## src/rtl/omsp_spm_cmd_seq_if.sv

```systemverilog
// Bundle of the command, SPM-update and key-stream signals shared by the
// sequencer (slave) and its environment (master).
interface omsp_spm_cmd_seq_if;
  logic        cmd_valid;
  logic        cmd_ready;
  logic        cmd_protect;
  logic        update_spm;
  logic        enable_spm;
  logic        violation;
  logic        kw_valid;
  logic [15:0] kw_data;
  logic        kw_ready;
  logic        write_key;
  logic [15:0] key_in;
  logic        busy;
  logic        done;
  logic        ok;

  modport slave (
    input  cmd_valid, cmd_protect, violation, kw_valid, kw_data,
    output cmd_ready, update_spm, enable_spm, kw_ready, write_key, key_in,
           busy, done, ok
  );

  modport master (
    output cmd_valid, cmd_protect, violation, kw_valid, kw_data,
    input  cmd_ready, update_spm, enable_spm, kw_ready, write_key, key_in,
           busy, done, ok
  );
endinterface

```

## src/rtl/omsp_spm_cmd_seq.sv

```systemverilog
// SPM command sequencer: issues the update_spm/enable_spm strobe for a
// protect/unprotect request and streams the module key into the SPM array.
module omsp_spm_cmd_seq #(
  parameter int KEY_WORDS = 8,
  parameter int TIMEOUT   = 255
) (
  input logic               mclk,
  input logic               puc_rst,
  omsp_spm_cmd_seq_if.slave bus
);

  typedef enum logic [1:0] {
    ST_IDLE   = 2'd0,
    ST_UPDATE = 2'd1,
    ST_KEY    = 2'd2,
    ST_DONE   = 2'd3
  } state_t;

  localparam logic [3:0]  LAST_WORD = 4'(KEY_WORDS - 1);
  localparam logic [15:0] TMO_LAST  = 16'(TIMEOUT - 1);

  state_t      state_r;
  logic        op_r;
  logic [3:0]  wcnt_r;
  logic [15:0] tmo_r;
  logic [15:0] key_hold_r;
  logic        cmd_ready_r;
  logic        update_r;
  logic        enable_r;
  logic        kw_ready_r;
  logic        busy_r;
  logic        done_r;
  logic        ok_r;
  logic        write_key_s;

  // Key words pass straight through with zero latency while kw_ready is up.
  assign write_key_s    = kw_ready_r & bus.kw_valid;
  assign bus.write_key  = write_key_s;
  assign bus.key_in     = write_key_s ? bus.kw_data : key_hold_r;
  assign bus.cmd_ready  = cmd_ready_r;
  assign bus.update_spm = update_r;
  assign bus.enable_spm = enable_r;
  assign bus.kw_ready   = kw_ready_r;
  assign bus.busy       = busy_r;
  assign bus.done       = done_r;
  assign bus.ok         = ok_r;

  // Sequencer state and registered outputs; each output holds its value for the state being entered.
  always_ff @(posedge mclk) begin
    if (puc_rst) begin
      state_r     <= ST_IDLE;
      op_r        <= 1'b0;
      wcnt_r      <= 4'd0;
      tmo_r       <= 16'd0;
      key_hold_r  <= 16'd0;
      cmd_ready_r <= 1'b1;
      update_r    <= 1'b0;
      enable_r    <= 1'b0;
      kw_ready_r  <= 1'b0;
      busy_r      <= 1'b0;
      done_r      <= 1'b0;
      ok_r        <= 1'b0;
    end else begin
      update_r <= 1'b0;
      enable_r <= 1'b0;
      done_r   <= 1'b0;
      if (write_key_s) begin
        key_hold_r <= bus.kw_data;
      end
      case (state_r)
        ST_IDLE: begin
          if (bus.cmd_valid && cmd_ready_r) begin
            op_r        <= bus.cmd_protect;
            busy_r      <= 1'b1;
            ok_r        <= 1'b0;
            cmd_ready_r <= 1'b0;
            update_r    <= 1'b1;
            enable_r    <= bus.cmd_protect;
            state_r     <= ST_UPDATE;
          end else begin
            cmd_ready_r <= 1'b1;
          end
        end
        ST_UPDATE: begin
          if (op_r && !bus.violation) begin
            wcnt_r     <= 4'd0;
            tmo_r      <= 16'd0;
            kw_ready_r <= 1'b1;
            state_r    <= ST_KEY;
          end else begin
            // A refused protect reports failure; unprotect ignores violation.
            ok_r    <= !op_r;
            done_r  <= 1'b1;
            state_r <= ST_DONE;
          end
        end
        ST_KEY: begin
          if (bus.kw_valid) begin
            wcnt_r <= wcnt_r + 4'd1;
            tmo_r  <= 16'd0;
            if (wcnt_r == LAST_WORD) begin
              ok_r       <= 1'b1;
              kw_ready_r <= 1'b0;
              done_r     <= 1'b1;
              state_r    <= ST_DONE;
            end else begin
              kw_ready_r <= 1'b1;
            end
          end else begin
            if (tmo_r != 16'hFFFF) begin
              tmo_r <= tmo_r + 16'd1;
            end else begin
              tmo_r <= tmo_r;
            end
            // Abort on the idle cycle that brings the idle count up to TIMEOUT.
            if (tmo_r >= TMO_LAST) begin
              ok_r       <= 1'b0;
              kw_ready_r <= 1'b0;
              done_r     <= 1'b1;
              state_r    <= ST_DONE;
            end else begin
              kw_ready_r <= 1'b1;
            end
          end
        end
        ST_DONE: begin
          busy_r      <= 1'b0;
          cmd_ready_r <= 1'b1;
          state_r     <= ST_IDLE;
        end
        default: begin
          busy_r      <= 1'b0;
          cmd_ready_r <= 1'b1;
          kw_ready_r  <= 1'b0;
          state_r     <= ST_IDLE;
        end
      endcase
    end
  end

endmodule

```

## src/flat_wrapper.sv

```systemverilog
// flat-port wrapper written by rule: the top's interface ports become plain ports
module omsp_spm_cmd_seq_flat 
#(
  parameter int KEY_WORDS = 8,
  parameter int TIMEOUT   = 255
)
  (mclk, puc_rst, bus_cmd_valid, bus_cmd_protect, bus_violation, bus_kw_valid, bus_kw_data, bus_cmd_ready, bus_update_spm, bus_enable_spm, bus_kw_ready, bus_write_key, bus_key_in, bus_busy, bus_done, bus_ok);
  omsp_spm_cmd_seq_if bus_i ();
  input logic mclk;
  input logic puc_rst;
  input wire logic [$bits(bus_i.cmd_valid)-1:0] bus_cmd_valid;
  input wire logic [$bits(bus_i.cmd_protect)-1:0] bus_cmd_protect;
  input wire logic [$bits(bus_i.violation)-1:0] bus_violation;
  input wire logic [$bits(bus_i.kw_valid)-1:0] bus_kw_valid;
  input wire logic [$bits(bus_i.kw_data)-1:0] bus_kw_data;
  output wire logic [$bits(bus_i.cmd_ready)-1:0] bus_cmd_ready;
  output wire logic [$bits(bus_i.update_spm)-1:0] bus_update_spm;
  output wire logic [$bits(bus_i.enable_spm)-1:0] bus_enable_spm;
  output wire logic [$bits(bus_i.kw_ready)-1:0] bus_kw_ready;
  output wire logic [$bits(bus_i.write_key)-1:0] bus_write_key;
  output wire logic [$bits(bus_i.key_in)-1:0] bus_key_in;
  output wire logic [$bits(bus_i.busy)-1:0] bus_busy;
  output wire logic [$bits(bus_i.done)-1:0] bus_done;
  output wire logic [$bits(bus_i.ok)-1:0] bus_ok;
  assign bus_i.cmd_valid = bus_cmd_valid;
  assign bus_i.cmd_protect = bus_cmd_protect;
  assign bus_i.violation = bus_violation;
  assign bus_i.kw_valid = bus_kw_valid;
  assign bus_i.kw_data = bus_kw_data;
  assign bus_cmd_ready = bus_i.cmd_ready;
  assign bus_update_spm = bus_i.update_spm;
  assign bus_enable_spm = bus_i.enable_spm;
  assign bus_kw_ready = bus_i.kw_ready;
  assign bus_write_key = bus_i.write_key;
  assign bus_key_in = bus_i.key_in;
  assign bus_busy = bus_i.busy;
  assign bus_done = bus_i.done;
  assign bus_ok = bus_i.ok;
  omsp_spm_cmd_seq #(.KEY_WORDS(KEY_WORDS), .TIMEOUT(TIMEOUT)) u_core (.mclk(mclk), .puc_rst(puc_rst), .bus(bus_i));
endmodule
```

## config.mk

```make
export PLATFORM = sky130hd
export DESIGN_NAME = omsp_spm_cmd_seq_flat
export DESIGN_NICKNAME = d
export VERILOG_FILES = /design/src/rtl/omsp_spm_cmd_seq_if.sv /design/src/rtl/omsp_spm_cmd_seq.sv /design/src/flat_wrapper.sv
export SDC_FILE = /design/constraint.sdc
export NUM_CORES = 1
export LEC_CHECK = 0
export BUFFER_PORTS_ARGS = -buffer_cell sky130_fd_sc_hd__buf_2
export CORE_AREA = 2 2 74 94
export CTS_CLUSTER_DIAMETER = 40
export DETAILED_ROUTE_END_ITERATION = 10
export DIE_AREA = 0 0 76 96
export GPL_TIMING_DRIVEN = 1
export PLACE_DENSITY_LB_ADDON = 0.2
export SLEW_MARGIN = 30
export SYNTH_ARGS = -nofsm -noshare
export SYNTH_HDL_FRONTEND = slang
export SYNTH_SLANG_ARGS = --single-unit
```

## constraint.sdc

```tcl
create_clock -name mclk -period 2.25 [get_ports mclk]
set_input_delay 0.5625 -clock mclk [delete_from_list [all_inputs] [get_ports mclk]]
set_output_delay 0.5625 -clock mclk [all_outputs]
set_load 0.005 [all_outputs]
```

### Word-level counts from Yosys, hierarchy flattened

Cells that the tools add are included.

| cells by class | value |
|---|---|
| $add $sub $neg | 2 |
| order comparisons | 1 |
| eq/ne operators | 12 |
| multiplexer cells | 35 |
| bitwise gates (word level) | 3 |
| reduce and logical (&&, ||, !) cells | 17 |

Operators by type and width:

| cell | number |
|---|---|
| $mux 16 | 4 |
| $pmux 16 s2 | 1 |
| $mux 1 | 17 |
| $add 16x1->16 const B | 1 |
| $ge 16x8->1 const B | 1 |
| $ne 16x16->1 const B | 1 |
| $ne 3x2->1 const B | 3 |
| $reduce_and 3->1 | 3 |
| $mux 2 | 4 |
| $mux 4 | 2 |
| $pmux 1 s2 | 4 |
| $pmux 2 s4 | 1 |
| $pmux 4 s2 | 1 |
| $reduce_and 2->1 | 3 |
| $reduce_and 5->1 | 1 |
| $add 4x1->4 const B | 1 |
| $eq 2x2->1 const B | 2 |
| $eq 4x3->1 const B | 1 |
| $ne 2x1->1 const B | 2 |
| $ne 2x2->1 const B | 2 |
| $reduce_bool 2->1 | 2 |
| $pmux 1 s3 | 1 |
| $reduce_bool 3->1 | 1 |
| $reduce_or 3->1 | 1 |
| other kinds (7) | 10 |

| word-level totals | value |
|---|---|
| register bits after elaboration | 46 |
| bits of input ports | 22 |
| output and inout port bits | 24 |
| word-level logic and storage cells | 82 |

### Longest topological paths before layout

Gate-level depths: netlist (run 1).

| depth | value |
|---|---|
| depth in word-level cells | 4 |
| gate-level depth with buffers | 8 |
| gate-level depth less buffers | 6 |

### Worst setup path after synthesis (run 1)

OpenSTA, ideal clock, no wires.

| path | value |
|---|---|
| path type | in2out |
| from | input bus_kw_valid |
| to | output bus_key_in[10] |
| arrival time | 1516 ps |
| required time | 1688 ps |
| path slack | 171 ps |
| cell stages on the path | 4 |
| buffers on the path | 2 |
| cell sequence | buf_2 > nand2_1 > buf_2 > mux2_2 |

| on the way | value |
|---|---|
| longest elaborated chain between the ends | 2 |

Ends and longest elaborated chain:

| element | line | RTL |
|---|---|---|
| start, declared | flat_wrapper.sv:14 | `input wire logic [$bits(bus_i.kw_valid)-1:0] bus_kw_valid;` |
| $and 1x1->1 | omsp_spm_cmd_seq.sv:37 | `assign write_key_s = kw_ready_r & bus.kw_valid;` |
| $mux 16 | omsp_spm_cmd_seq.sv:39 | `assign bus.key_in = write_key_s ? bus.kw_data : key_hold_r;` |
| end, declared | flat_wrapper.sv:21 | `output wire logic [$bits(bus_i.key_in)-1:0] bus_key_in;` |

No other way between the ends.

### Final worst setup path (run 1)

| path | value |
|---|---|
| from | input bus_kw_valid |
| to | output bus_key_in[7] |

Same word-level chain as after synthesis.

==> impl_metrics.yaml, run 1 <==
run_status:
  status: "complete, no violations"
yosys:
  synth_compound_area_frac: 0.147
  synth_most_common_cell: "dfxtp_1"
  synth-seq-cells: 46
  ys_warn_count: 0
  synth_simple_gate_area_share: 0.268
  synth_edf_count: 0
  netlist.area_leader.share: 0.386
  synth.distinct_cells: 53
  synthCells: 254
  mappedNetlistNets: 283
  synth_commonest_cells: "dfxtp_1, and2_1, nand3_1"
  ys.flop_type: "dfxtp_1"
  postSynthAreaPerCell_sq_um: 9.39
  synth-adder-area-share: 0.0367
  synth_area_leaders: "dfxtp_1, mux2_2, and2_1, mux2i_1, nand3_1"
  ys_seq_area_frac: 0.386
  synth_xor_area_frac: 0
  ys_async_sr_fraction: 0
  synth_top_area_cell: "dfxtp_1"
  synth_top_family_by_area: "simple AND/OR/NAND/NOR gates"
  muxShareOfSynthArea: 0.126
  synth_area_sq_um: 2390
cells_and_area:
  regArea_sq_um: 921
  area_growth_pct: 19.0
  stdcell_area_sq_um: 2840
  multi_input_area_sq_um: 1380
  nNetsFinal: 330
  drive_above_1_share: 0.285
  nFillCells: 628
  antennaDiodeCount: 0
sta:
  slew_headroom: 0.630
  fmax_mhz: 491
  finClkSkew_ns: 0.00476
  rsz0062_at_grt: "false"
  tns_ns: 0
  setup_viol: 0
  finalCritPeriodShare: 0.904
  tightest_slew_ns: 0.553
  period_needed_ns: 2.03
  maxSlewViolCount: 0
  hold_viol_final: 0
clock_tree:
  htree_levels: 2
  clkLatencyLatePin_ns: 0.30
  clk_transition_reported_paths_ns: 0.09
  cts_resized: 0
  cts_hold_buf: 0
  numCtsBuffers: 5
  cts_tree: "done"
  clock_sinks: 46
  clockRootBuffer: "clkbuf_8"
  post_cts_buffers: 0
  clockBufferDepth: 2
routing:
  wire_per_inst_um: 13.3
  route.vias.total: 2005
  ant_nets: 0
  vias_per_cell: 5.15
  drt-initial-drc-count: 80
  finalWirelength_mm: 5.17
  dr.pass1.iters: 4
  route.detailed.drc: 0
worst_setup_path:
  ff2ff_path_depth: 6
  worstPathArrival_ns: 1.47
  r2r-start: "u_core.state_r[0]"
  path_class: "input pin to output pin"
  endpoint_kind: "output pin"
  rrSetupSlack_ns: 0.26
  timing.rr.end: "u_core.bus.ok"
  required_ns: 1.69
  worstSetupStartpointType: "input pin"
  cp_max_fo: 17
worst_hold_path:
  min_path_type: "input pin to flop"
  min-delay-start: "bus_cmd_protect"
  hold_end: "u_core.bus.enable_spm"
  min_path_cells: 2
floorplanning:
  die-height_um: 96
  die_area_sq_um: 7300
  start_util: 0.373
  rows: 33
  dieWidth_um: 76
  ios: 46
  coreArea_sq_um: 6400
pwr:
  p_clk_frac: 0.267
  peakVddDrop_mv: 0.291
  power.net_switching_uw: 797
  switching_share: 0.336
  p_int_mw: 1.57
  leakagePower_nw: 1.20
  power.density_nw_per_um2: 834
  p_seq_frac: 0.399
  share_comb_of_total_power: 0.333
global_route:
  antenna_found_initial: 0
  grt_max_degree: 19
  grt_pass1_vias: 1956
  grt_usage: 0.151
  grt_pass1_wl_mm: 9.01
  grt_overflow_total: 0
place:
  placed_area_sq_um: 2730
  place_hpwl_mm: 3.84
  gp_congestion: 0.783
  portBuffers: 45
flow_run:
  maxCapViolations: 0
critical path: stages:
cell     delay, ns
buf_2         0.15
nand2_1       0.12
buf_12        0.16
mux2_2        0.34
buf_2         0.13
power by group through the flow:
stage	sequential, mW	combinational, mW	clock (mW)
after floorplan	0.960	0.539	0
after global placement	0.964	0.787	0
after detailed placement	0.968	0.792	0
after CTS	0.948	0.795	0.648
after global routing	0.956	0.887	0.671
final	0.947	0.790	0.633
worst max-delay path by stage:
stage / cells after the start / end / slack, ns / from
CTS: 5 / bus_key_in[7] / 0.21 / bus_kw_valid
floorplan: 4 / bus_key_in[10] / 0.17 / bus_kw_valid
global route: 6 / u_core.tmo_r[1] / 0.10 / u_core.state_r[0]
detailed placement: 5 / bus_key_in[0] / 0.21 / bus_kw_valid
finish: 5 / bus_key_in[7] / 0.22 / bus_kw_valid
global placement: 5 / bus_key_in[7] / 0.21 / bus_kw_valid
stage by stage:
stage | setup WS [ns] | cells | hold slack, ns | power, mW | utilization
after floorplan | 0.171 | 254 | 0.457 | 1.50 | -
after CTS | 0.208 | 389 | 0.472 | 2.39 | 0.444
final | 0.215 | 389 | 0.479 | 2.37 | 0.444
after global routing | 0.102 | 389 | 0.469 | 2.51 | 0.444
after detailed placement | 0.214 | 381 | 0.480 | 1.76 | 0.426
after global placement | 0.211 | 381 | 0.461 | 1.75 | 0.426
placed cells by master (no fill, tap or decap), drive strengths merged, types with 7 or more instances in the layout:
cell type  instances
and2              21
buf               50
mux2              17
nand3b             9
nor2              12
ha                 7
dfxtp             46
nand3             20
a21oi             15
inv               11
a211oi             8
nand2             13
mux2i             11
logic make-up (layout without fill, tap and decap cells):
kind of cell | after synthesis | in the layout
AND/OR/NAND/NOR | 104 | 104
AO/OA/AOI/OAI | 48 | 48
flip-flops | 46 | 46
multiplexers | 28 | 28
buffers and inverters | 21 | 69
adder cells (fa/ha/maj) | 7 | 7
flip-flops by register name, indices dropped and copies added (netlist names), 2 cells and up:
| register | flops |
|---|---|
| u_core.tmo_r | 16 |
| u_core.state_r | 2 |
| u_core.key_hold_r | 16 |
| u_core.wcnt_r | 4 |
layer usage:
metal | share of wire | GRT usage
met4 | 0.022 | 0.0727
met1 | 0.46 | 0.177
met5 | 0 | 0
met3 | 0.044 | 0.0300
met2 | 0.48 | 0.267
area by class of cell:
cell class | count | area share
clock buffer | 5 | 0.0242
clock inverter | 3 | 0.0159
inverter | 11 | 0.0145
multi-input combinational | 187 | 0.486
sequential | 46 | 0.324
tap | 87 | 0.0383
timing repair buffer | 50 | 0.0969
Note: power is estimated with default switching activity, not from simulation.
==> inputs of run 2 (changes only) <==
--- a/config.mk
+++ b/config.mk
@@ -12,6 +12,7 @@
 export DIE_AREA = 0 0 76 96
 export GPL_TIMING_DRIVEN = 1
 export PLACE_DENSITY_LB_ADDON = 0.2
+export SETUP_SLACK_MARGIN = 0.3
 export SLEW_MARGIN = 30
 export SYNTH_ARGS = -nofsm -noshare
 export SYNTH_HDL_FRONTEND = slang
==> run 2 against run 1 <==
Combinational power increased by 6.3%. Power increased by 1.8%. Sequential power increased by 1%. Largest cell class unchanged. Highest routed layer unchanged. Via count increased by 0.25%. Routed wire length decreased by 0.93%. Critical path type unchanged. Largest power group unchanged. Clock skew about the same. Fmax increased by 7.1%.
==> impl_metrics.yaml, run 2 (same netlist as run 1, synthesis figures left out) <==
clock_tree:
  clockRootBuffer: "clkbuf_8"
  cts_hold_buf: 0
  clkLatencyLatePin_ns: 0.29
  clock_sinks: 46
  numCtsBuffers: 5
  clk_transition_reported_paths_ns: 0.08
  clockBufferDepth: 2
  htree_levels: 2
  cts_tree: "done"
floorplanning:
  die-height_um: 96
  rows: 33
  die_area_sq_um: 7300
  start_util: 0.373
  coreArea_sq_um: 6400
  ios: 46
  dieWidth_um: 76
pwr:
  peakVddDrop_mv: 0.382
  leakagePower_nw: 1.20
  p_clk_frac: 0.254
  p_seq_frac: 0.397
  power.net_switching_uw: 810
  p_int_mw: 1.60
  power.density_nw_per_um2: 836
  power_mw: 2.41
  share_comb_of_total_power: 0.348
  switching_share: 0.336
cells_and_area:
  mostFrequentLayoutCells: "buf_2, dfxtp_1, and2_1"
  final_common_cell: "buf_2"
  nFillCells: 623
  final_util: 0.451
  reg_top3: "u_core.key_hold_r: 16 flops, u_core.tmo_r: 16 flops, u_core.wcnt_r: 4 flops"
  antennaDiodeCount: 0
  fin_cells: 389
  nNetsFinal: 330
  area_growth_pct: 20.9
  drive_above_1_share: 0.315
routing:
  ant_nets: 0
  wire_per_inst_um: 13.2
  finalWirelength_mm: 5.12
  dr.pass1.iters: 4
  drt-initial-drc-count: 54
  route.vias.total: 2010
  vias_per_cell: 5.17
  route.detailed.drc: 0
worst_setup_path:
  worstPathArrival_ns: 1.34
  critPathBufInv: 2
  path_class: "input pin to output pin"
  cp_cell_sequence: "buf_2, nand2_8, mux2_2, buf_2"
  endpoint_kind: "output pin"
  cpPeakStageDelay_ns: 0.36
  cp_top_family: "multiplexers"
  worstSetupStartpointType: "input pin"
  cp_max_fo: 17
  crit_path_top_delay_cell: "mux2_2"
  cpMostUsedCell: "buf_2"
  required_ns: 1.69
worst_hold_path:
  min_path_type: "input pin to flop"
global_route:
  grt_pass1_vias: 1910
  grt_pass1_wl_mm: 8.69
  grt_overflow_total: 0
  antenna_found_initial: 0
  grt_max_degree: 20
  grt_usage: 0.145
sta:
  finClkSkew_ns: 0.00431
  tightest_slew_ns: 0.602
  hold_ws_ns: 0.494
  slew_headroom: 0.597
  setup_viol: 0
  hold_viol_final: 0
  period_needed_ns: 1.90
  maxSlewViolCount: 0
  finalCritPeriodShare: 0.844
  tns_ns: 0
  rsz0062_at_grt: "false"
  fmax_mhz: 526
place:
  gp_congestion: 0.825
  portBuffers: 45
  place_hpwl_mm: 3.84
  placed_cells: 381
run_status:
  status: "complete, no violations"
flow_run:
  maxCapViolations: 0
[run 2: cell count changes in the layout (fill, tap and decap cells not counted), moves of 2 or more]
cell and delta:
ha_4 +2, dfxtp_2 +2, dfxtp_1 -2, ha_1 -2
[run 2: area by class of cell]
class	count	area [sq um]	area share
clock buffers	5	68.8	0.0239
clock inverters	3	45.0	0.0156
inverters	11	41.3	0.0143
multi-input cells	187	1430	0.497
flip-flops and latches	46	923	0.320
well taps	87	109	0.0377
repair buffers	50	263	0.0911
[run 2: metrics by stage]
| step | worst slack [ns] | cell area [sq um] |
|---|---|---|
| 2_1_floorplan | 0.306 | 2390 |
| 3_3_place_gp | 0.180 | 2720 |
| 3_5_place_dp | 0.172 | 2720 |
| 4_1_cts | 0.293 | 2850 |
| 5_1_grt | 0.314 | 2880 |
| 6_report | 0.350 | 2880 |
[run 2: path summary, 6_finish.rpt]
| check | endpoint | cells after the start | start | slack [ns] |
|---|---|---|---|---|
| min | u_core.bus.enable_spm | 2 | bus_cmd_protect | 0.49 |
| min reg2reg | u_core.wcnt_r[3] | 2 | u_core.wcnt_r[3] | 0.50 |
| max reg2reg | u_core.tmo_r[10] | 6 | u_core.state_r[1] | 0.40 |
| max | bus_key_in[5] | 4 | bus_kw_valid | 0.35 |
[run 2: worst reg2reg max path, stage by stage, from the launching register on]
cell and delay [ns]:
dfxtp_2 0.40, inv_1 0.10, ha_1 0.29, inv_2 0.16, o211ai_2 0.15, or4_1 0.53, a21oi_1 0.15
[run 2: routing by layer]
layer / GRT usage / wire, um / part of all wire / up-vias
met5: 0 / 0 / 0 / -
met4: 0.0485 / 29 / 0.0057 / 0
met3: 0.0291 / 185 / 0.036 / 2
met2: 0.272 / 2590 / 0.51 / 46
met1: 0.168 / 2320 / 0.45 / 940
li1: - / - / - / 1022
[run 2: timing repair]
action | 4_1_cts | 5_1_grt
gates resized for setup | 4 | 8
pin swaps | 0 | 0
endpoints found under the setup margin | 20 | 20
buffers inserted | 0 | 0
cloned | 0 | 0
[run 2: power groups by stage]
| stage | registers (mW) | logic [mW] | clock network, mW |
|---|---|---|---|
| floorplan | 0.961 | 0.542 | 0 |
| global placement | 0.965 | 0.784 | 0 |
| detailed placement | 0.968 | 0.793 | 0 |
| CTS | 0.954 | 0.807 | 0.640 |
| global route | 0.970 | 0.928 | 0.671 |
| finish | 0.958 | 0.840 | 0.613 |
==> inputs of run 3 (changes only) <==
==> constraint.sdc (replaced) <==
create_clock -name mclk -period 1.6 [get_ports mclk]
set_input_delay 0.4 -clock mclk [delete_from_list [all_inputs] [get_ports mclk]]
set_output_delay 0.4 -clock mclk [all_outputs]
set_load 0.005 [all_outputs]
==> run 3 against run 2 <==
Clock power is 25% higher. Critical endpoint is now bus_key_in[7]. Via count is 14% higher. First-iteration DRC count is 26% higher. Sequential share of layout area is 8.4 points lower. Critical path type is now flop to output pin. Count of clock-buffer cells in the layout stayed put. Power is 88% higher. Sequential power is 45% higher. The flow now finishes with violations (negative setup slack). Routed wire length is 34% higher.
==> impl_metrics.yaml, run 3 (same netlist as run 1, synthesis figures left out) <==
sta:
  period_needed_ns: 1.71
  finalCritPeriodShare: 1.07
  hold_viol_final: 0
  fmax_mhz: 583
  worst_slack_ns: -0.114
  tightest_slew_ns: 0.356
  finClkSkew_ns: 0.00728
  setup_viol: 18
  rsz0062_at_grt: "true"
  maxSlewViolCount: 0
  slew_headroom: 0.762
run_status:
  status: "finished with violations"
  violations: "negative setup slack"
cells_and_area:
  final_common_cell: "dfxtp_1"
  nNetsFinal: 387
  area_growth_pct: 67.0
  antennaDiodeCount: 0
  drive_above_1_share: 0.574
  reg_top3: "u_core.key_hold_r: 16 flops, u_core.tmo_r: 16 flops, u_core.wcnt_r: 4 flops"
  nFillCells: 488
  mostFrequentLayoutCells: "dfxtp_1, buf_4, buf_6"
worst_setup_path:
  endpoint_kind: "output pin"
  worstSetupStartpointType: "flop"
  cp_max_fo: 9
  cp_top_family: "flip-flops"
  cpPeakStageDelay_ns: 0.43
  cp_cell_sequence: "nand2_8, mux2_4, buf_6"
  critPathBufInv: 1
  crit_path_top_delay_cell: "dfxtp_4"
  worstPathArrival_ns: 1.31
  required_ns: 1.20
  path_class: "flop to output pin"
clock_tree:
  cts_hold_buf: 0
  clockBufferDepth: 2
  cts_tree: "done"
  clk_transition_reported_paths_ns: 0.10
  clkLatencyLatePin_ns: 0.31
  htree_levels: 2
  clockRootBuffer: "clkbuf_8"
  clock_sinks: 46
  numCtsBuffers: 5
floorplanning:
  ios: 46
  start_util: 0.373
  rows: 33
  coreArea_sq_um: 6400
  die-height_um: 96
  die_area_sq_um: 7300
  dieWidth_um: 76
pwr:
  power_mw: 4.54
  power.density_nw_per_um2: 1140
  leakagePower_nw: 1.66
  peakVddDrop_mv: 0.483
global_route:
  grt_usage: 0.182
  antenna_found_initial: 0
  grt_pass1_wl_mm: 10.7
  grt_overflow_total: 0
  grt_pass1_vias: 2282
  grt_max_degree: 28
flow_run:
  maxCapViolations: 0
place:
  gp_congestion: 0.771
  place_ws_ns: -0.0553
  place_hpwl_mm: 4.52
  portBuffers: 45
routing:
  drt-initial-drc-count: 68
  route.detailed.drc: 0
  wire_per_inst_um: 15.3
  ant_nets: 0
  dr.pass1.iters: 4
  wl_met2_mm: 3.74
  m1WireLength_mm: 2.82
  route.vias.total: 2300
  routed.top_layer: "met4"
  vias_per_cell: 5.16
  finalWirelength_mm: 6.84
  routed-wl-met3_um: 212
worst_hold_path:
  min_path_type: "input pin to flop"
[run 3: final timing paths]
path / cells past startpoint / startpoint / slack [ns] / to
worst max register to register: 6 / u_core.state_r[1] / -0.04 / u_core.tmo_r[15]
worst min-delay path: 2 / bus_cmd_protect / 0.31 / u_core.bus.enable_spm
worst max-delay path: 3 / u_core.bus.kw_ready / -0.11 / bus_key_in[7]
worst min register to register: 2 / u_core.wcnt_r[0] / 0.50 / u_core.wcnt_r[0]
[run 3: power breakdown]
group | switching (mW) | internal, mW | total [mW]
clock network | 0.451 | 0.318 | 0.769
registers | 0.112 | 1.28 | 1.39
logic | 1.08 | 1.30 | 2.38
total | 1.64 | 2.90 | 4.54
[run 3: repair_timing]
action	CTS	global route
pin swaps	23	16
cloned	2	0
buffers inserted	9	9
resized for setup	66	47
setup endpoints to repair	43	44
[run 3: metal layers]
metal  global-route usage  vias to the layer above
met4               0.0500                        0
met5                    0                        -
met2                0.353                       39
met3               0.0338                        7
met1                0.205                     1120
li1                     -                     1134
[run 3: area by class of cell]
cell class	count	area, sq um	share of cell area
multi-input combinational	188	1880	0.473
sequential	46	941	0.236
timing repair buffer	106	905	0.227
tap	87	109	0.0273
clock buffer	5	68.8	0.0173
inverter	11	53.8	0.0135
clock inverter	3	23.8	0.00597
[run 3: through the flow]
stage	cells	TNS (ns)	util	area, sq um	hold slack, ns
final	446	-1.63	0.622	3980	0.305
after global routing	446	-2.75	0.622	3980	0.319
after CTS	437	-1.94	0.575	3680	0.300
after detailed placement	418	-0.373	0.494	3160	0.484
after global placement	418	-0.145	0.494	3160	0.474
after floorplan	254	0	-	2600	0.457
